==> config.mk <==
export PLATFORM = sky130hd
export DESIGN_NAME = bash_line_input
export DESIGN_NICKNAME = d
export VERILOG_FILES = /design/src/rtl/bash_line_input.sv
export SDC_FILE = /design/constraint.sdc
export NUM_CORES = 1
export LEC_CHECK = 0
export CAP_MARGIN = 20
export CELL_PAD_IN_SITES_DETAIL_PLACEMENT = 0
export CELL_PAD_IN_SITES_GLOBAL_PLACEMENT = 1
export CORE_AREA = 2 2 163 165
export DETAILED_ROUTE_END_ITERATION = 6
export DIE_AREA = 0 0 165 167
export DONT_BUFFER_PORTS = 1
export GPL_TIMING_DRIVEN = 0
export PLACE_DENSITY = 0.67
export SYNTH_ARGS = -nofsm -noshare
export SYNTH_HDL_FRONTEND = slang
export SYNTH_SLANG_ARGS = --single-unit
==> constraint.sdc <==
create_clock -name clk -period 5.1 [get_ports clk]
set_input_delay 0.51 -clock clk [delete_from_list [all_inputs] [get_ports clk]]
set_output_delay 0.51 -clock clk [all_outputs]
set_load 0.01 [all_outputs]
==> src/rtl/bash_line_input.sv <==
// Keyboard line assembler: collects keystrokes into a line buffer with local
// echo and backspace editing, then streams the line to the consumer, ending with 8'h00.
module bash_line_input #(
    parameter int MAX_LEN = 31
) (
    input  logic       clk,
    input  logic       rst,
    input  logic       kbd_valid,
    input  logic [7:0] kbd_ascii,
    input  logic       in_require_line,
    output logic       out_require_line,
    output logic       echo_valid,
    output logic [7:0] echo_ascii,
    output logic       out_newASCII_ready,
    output logic [5:0] out_lineLen,
    output logic [7:0] lineOut,
    input  logic       lineOut_nextASCII
);
    localparam int DEPTH = MAX_LEN + 1;
    localparam int AW    = $clog2(DEPTH);

    typedef enum logic [1:0] {IDLE, EDIT, SEND} state_t;

    state_t     state_reg, state_next;
    logic [5:0] len_reg, len_next;
    logic [5:0] rd_ptr_reg, rd_ptr_next;
    logic       ack_reg, ack_next;
    logic       echo_valid_reg, echo_valid_next;
    logic [7:0] echo_ascii_reg, echo_ascii_next;
    logic       wr_en;
    logic       is_print;
    logic [7:0] line_buf [DEPTH];

    assign is_print = (kbd_ascii >= 8'h20) && (kbd_ascii <= 8'h7E);

    always_ff @(posedge clk) begin
        if (rst) begin
            state_reg      <= IDLE;
            len_reg        <= '0;
            rd_ptr_reg     <= '0;
            ack_reg        <= 1'b0;
            echo_valid_reg <= 1'b0;
            echo_ascii_reg <= '0;
        end else begin
            state_reg      <= state_next;
            len_reg        <= len_next;
            rd_ptr_reg     <= rd_ptr_next;
            ack_reg        <= ack_next;
            echo_valid_reg <= echo_valid_next;
            echo_ascii_reg <= echo_ascii_next;
        end
    end

    // Buffer contents need no reset; only entries below len are ever read.
    always_ff @(posedge clk) begin
        if (wr_en) begin
            line_buf[len_reg[AW-1:0]] <= kbd_ascii;
        end
    end

    always_comb begin
        state_next      = state_reg;
        len_next        = len_reg;
        rd_ptr_next     = rd_ptr_reg;
        ack_next        = 1'b0;
        echo_valid_next = 1'b0;
        echo_ascii_next = echo_ascii_reg;
        wr_en           = 1'b0;
        unique case (state_reg)
            IDLE: begin
                if (in_require_line) begin
                    ack_next    = 1'b1;
                    len_next    = '0;
                    rd_ptr_next = '0;
                    state_next  = EDIT;
                end
            end
            EDIT: begin
                if (kbd_valid) begin
                    if (is_print) begin
                        if (len_reg < 6'(MAX_LEN)) begin
                            wr_en           = 1'b1;
                            len_next        = len_reg + 6'd1;
                            echo_valid_next = 1'b1;
                            echo_ascii_next = kbd_ascii;
                        end
                    end else if (kbd_ascii == 8'h08) begin
                        if (len_reg != '0) begin
                            len_next        = len_reg - 6'd1;
                            echo_valid_next = 1'b1;
                            echo_ascii_next = 8'h08;
                        end
                    end else if (kbd_ascii == 8'h0D || kbd_ascii == 8'h0A) begin
                        echo_valid_next = 1'b1;
                        echo_ascii_next = 8'h0A;
                        rd_ptr_next     = '0;
                        state_next      = SEND;
                    end
                end
            end
            SEND: begin
                if (lineOut_nextASCII) begin
                    if (rd_ptr_reg < len_reg) begin
                        rd_ptr_next = rd_ptr_reg + 6'd1;
                    end else begin
                        state_next = IDLE;
                    end
                end
            end
            default: state_next = IDLE;
        endcase
    end

    assign out_require_line   = ack_reg;
    assign echo_valid         = echo_valid_reg;
    assign echo_ascii         = echo_ascii_reg;
    assign out_newASCII_ready = (state_reg == SEND);
    assign out_lineLen        = (state_reg == SEND) ? len_reg : 6'd0;
    assign lineOut            = (state_reg == SEND && rd_ptr_reg != len_reg)
                                ? line_buf[rd_ptr_reg[AW-1:0]] : 8'h00;
endmodule

Word-level counts from Yosys, hierarchy flattened. Memories as Yosys holds them, arrays and structs flattened. A register that Yosys moved wholly into a read port is not among the register bits. Cells that the tools add are included.

Bits in registers: 24. Memories kept: 1. RAM bits: 256.

Memories: line_buf (words 32, bits a word 8, rd ports 1, clocked after Yosys merged registers in 1, write ports 1, RTL line 32) `logic [7:0] line_buf [DEPTH];`.

Bitwise gates (word level): 3. Reduce and logical (&&, ||, !) cells: 14. Add/sub/neg operators: 3. Equality and inequality tests: 19. Muxes and demuxes: 42. $lt $le $gt $ge: 4.

Operators with widths (number): $mux 6 (13); $mux 8 (6); $eq 8x4->1 const B (3); $pmux 6 s3 (1); $mux 2 (7); $add 6x1->6 const B (2); $ne 2x2->1 const B (6); $pmux 6 s2 (1); $mux 1 (11); $mux 5 (2); $ne 3x3->1 const B (3); $ge 8x6->1 const B (1); $le 8x7->1 const B (1); $reduce_and 8->1 (1); $reduce_and 7->1 (1); $lt 6x5->1 const B (1); $lt 6x6->1 (1); $ne 2x1->1 const B (3); $ne 6x6->1 (1); $pmux 2 s3 (1); $reduce_and 6->1 (1); $reduce_bool 3->1 (2); $reduce_bool 6->1 (1); $sub 6x1->6 const B (1); other kinds (11) (14).

Longest topological paths before layout.
Word-level depth: 9. Mapped depth: 10. Depth with buffers taken out: 10.

Least setup slack after synthesis. Ideal clock, no wire load.

Path kind: input -> register. Start point: input port kbd_ascii[1]. End point: memory line_buf[12][0], enable pin. Path buffers: 1. Stages on the path: 7. Data required time: 4.730 ns. Setup time: 0.370 ns. Setup slack: 2.579 ns. Data arrival time: 2.151 ns. Path through: nand3_1 > o221ai_2 > or4_4 > buf_6 > nor2_1 > nand3_1 > nor2_1.

Longest elaborated chain between the ends: 7. Elaborated cells between the ends (all ways): 8.

RTL lines: start: declaration (RTL line 9) `input logic [7:0] kbd_ascii,`; $ge 8x6->1 / $le 8x7->1 (equally long branches) (RTL line 34) `assign is_print = (kbd_ascii >= 8'h20) && (kbd_ascii <= 8'h7E);`; $logic_and 1x1->1 (*) (RTL line 34); $mux 1 (*) (RTL line 80) `if (is_print) begin`; $mux 1 (*) (RTL line 79) `if (kbd_valid) begin`; $mux 1 (*) (RTL line 69) `unique case (state_reg)`; $mux 1 (*) (RTL line 56) `if (wr_en) begin`; $mux 1 (not written as such) (*) (RTL line 57) `line_buf[len_reg[AW-1:0]] <= kbd_ascii;`; end: declaration (RTL line 32).

Mark *: on every way between the ends. The rest lies on a longest branch, timed or not.

==> metrics.csv <==
metric,value,unit
grt_usage,19.81,%
startpoint_type,register,
gp_congestion,0.8180,
cts_tree,done,
post_drt_wl_per_cell,25.95,um
fmax,264.8,MHz
ant_nets,0,
synth-async-reset-ratio,0,%
insertedDiodeCount,0,
worstPathRequired,4.59,ns
ys.flop_type,edfxtp_1,
wl_met2,13110,um
ctsHtreeMaxLevel,1,
drc_errors,0,
start_util,44.66,%
grt_pass1_wl,39590,um
finalPower,4.811,mW
top_layer,met4,
fin_crit,3.777,ns
via_per_inst,5.808,
holdPathStages,1,
fin_util,50.25,%
drt-met1-wl,11120,um
final_layout_size_suffix_gt1_share,21.52,%
worstMarginPinSlew,0.8966,ns
yosysSeqAreaShare,71.86,%
r2r_cells,6,
firstDrtPassIters,5,
ctsResizeCount,0,
rows,59,
drv_slew,0,
synth_cells,619,
setup_violations,0,
placed_cell_area,11970,um^2
final_cell_mix,"256 x edfxtp_1, 80 x mux4_2, 51 x nor2_1, 29 x dfxtp_1, 29 x clkbuf_16",
clkTransAtPathRegs,0.06,ns
holdBufCountCts,0,
largest_register_ff_count,256,
crit_fanout,10,
core_area,25760,um^2
drt_first_iter_violations,665,
layout_commonest_cell,edfxtp_1,
finalInstanceArea,12950,um^2
detail_route.wirelength,26420,um
io_pins,38,
cts_made_buffers,29,
avgSynthCellArea,18.59,um^2
cts.path.max_buffers,3,
maxCapViolCount,0,
numClockSinks,285,
grt.overflow.total,0,
die_h,167,um
grt_pass1_vias,6129,
final_nets,685,
synth-edff-count,256,
postCtsSetupBuffers,0,
root_buffer,clkbuf_16,
finalSetupTns,0,ns
hold_violations,0,
rsz0062_at_grt,no,
dr_wl_met3,1640,um
nFillCells,2072,
finalClockSkew,0.02111,ns
fin_crit_sh,74.05,%
dieWidth,165,um
clk_latency,0.55,ns
netlist_area,11510,um^2
leakagePower,4.057,nW
vias,5913,
vdd_drop_max,0.0002371,V
antenna_found_initial,0,
die-area,27560,um^2
p_per_area,371.6,nW/um^2
ys_ff_latch,285,
grt_start_max_net_pins,38,
min-delay-path-class,in -> reg,
crit_arrival,3.27,ns
dp_hpwl,17310,um
syn2layout_area_growth,12.52,%
port_buffers,0,
criticalPathCategory,reg -> out,
slew_headroom,40.01,%
yosysWarningCount,0,
synth.distinct_cells,52,
worst_setup_path_end_kind,output port,
status,"finished, final reports clean",
-- synth_stat cells (4+ instances only) --
| master | instances | area [um^2] |
|---|---|---|
| nand4_1 | 5 | 31.28 |
| nand3_1 | 16 | 80.08 |
| nor2_1 | 51 | 191.4 |
| nand2_1 | 12 | 45.04 |
| ha_1 | 11 | 137.6 |
| nor2b_1 | 4 | 25.02 |
| buf_2 | 8 | 40.04 |
| dfxtp_1 | 29 | 580.6 |
| or3_1 | 4 | 25.02 |
| nor3_1 | 13 | 65.06 |
| a21oi_1 | 14 | 70.07 |
| inv_1 | 26 | 97.59 |
| mux4_2 | 80 | 1802 |
| clkbuf_1 | 13 | 48.80 |
| o22ai_1 | 8 | 50.05 |
| a31oi_1 | 4 | 25.02 |
| o21ai_0 | 11 | 55.05 |
| edfxtp_1 | 256 | 7687 |
-- final cells by class --
type | count | area [um^2] | area share [%]
flip-flops and latches | 285 | 8268 | 63.86
multi-input cells | 288 | 3044 | 23.51
clock buffers | 33 | 740.7 | 5.721
well taps | 335 | 419.2 | 3.238
clock inverters | 21 | 231.5 | 1.788
plain buffers | 26 | 118.9 | 0.9181
inverters | 27 | 101.3 | 0.7828
repair buffers | 3 | 22.52 | 0.1740
-- cells by family after synthesis --
| kind of cell | after synthesis | share of synthesized area [%] |
|---|---|---|
| xor+xnor | 3 | 0.2284 |
| other cells | 1 | 0.03259 |
| mux | 84 | 16.02 |
| flops | 285 | 71.86 |
| simple gates | 127 | 5.448 |
| fa+ha+maj | 12 | 1.370 |
| buf+inv | 53 | 1.914 |
| compound gates | 54 | 3.132 |
-- per-layer routing --
layer | up-vias | track usage (%)
met5 | - | 0
met4 | 0 | 4.310
met3 | 40 | 4.259
met2 | 160 | 32.30
met1 | 3135 | 27.63
li1 | 2578 | -
-- critical path, stage by stage, from the launching register on --
cell	delay, ns
dfxtp_1	0.31
clkbuf_1	0.53
clkbuf_1	0.63
mux4_2	0.46
mux4_2	0.48
inv_1	0.16
o22ai_1	0.16
-- where the power goes --
part / internal (mW) / switching, mW / leakage (nW) / total [mW]
registers: 2.55 / 0.00969 / 2.54 / 2.56
logic: 0.0321 / 0.0593 / 1.04 / 0.0914
clock network: 1.29 / 0.863 / 0.476 / 2.16
total: 3.88 / 0.932 / 4.06 / 4.81
-- stage by stage --
stage / setup slack, ns / hold slack [ns] / instances
floorplan: 2.579 / 0.4609 / 626
global placement: 1.871 / 0.4906 / 961
detailed placement: 1.807 / 0.5063 / 964
CTS: 1.270 / 0.01499 / 1018
global route: 1.202 / 0.02759 / 1018
finish: 1.323 / 0.04169 / 1018
-- path summary, 6_finish.rpt --
kind | startpoint | end | slack, ns
setup / recovery | register | lineOut[3] | 1.32
hold reg to reg | rd_ptr_reg[5] | rd_ptr_reg[5] | 0.51
hold / removal | rst | echo_ascii[1] | 0.04
setup reg to reg | len_reg[0] | line_buf[22][6] | 1.83
(Power assumes the default switching activity.)
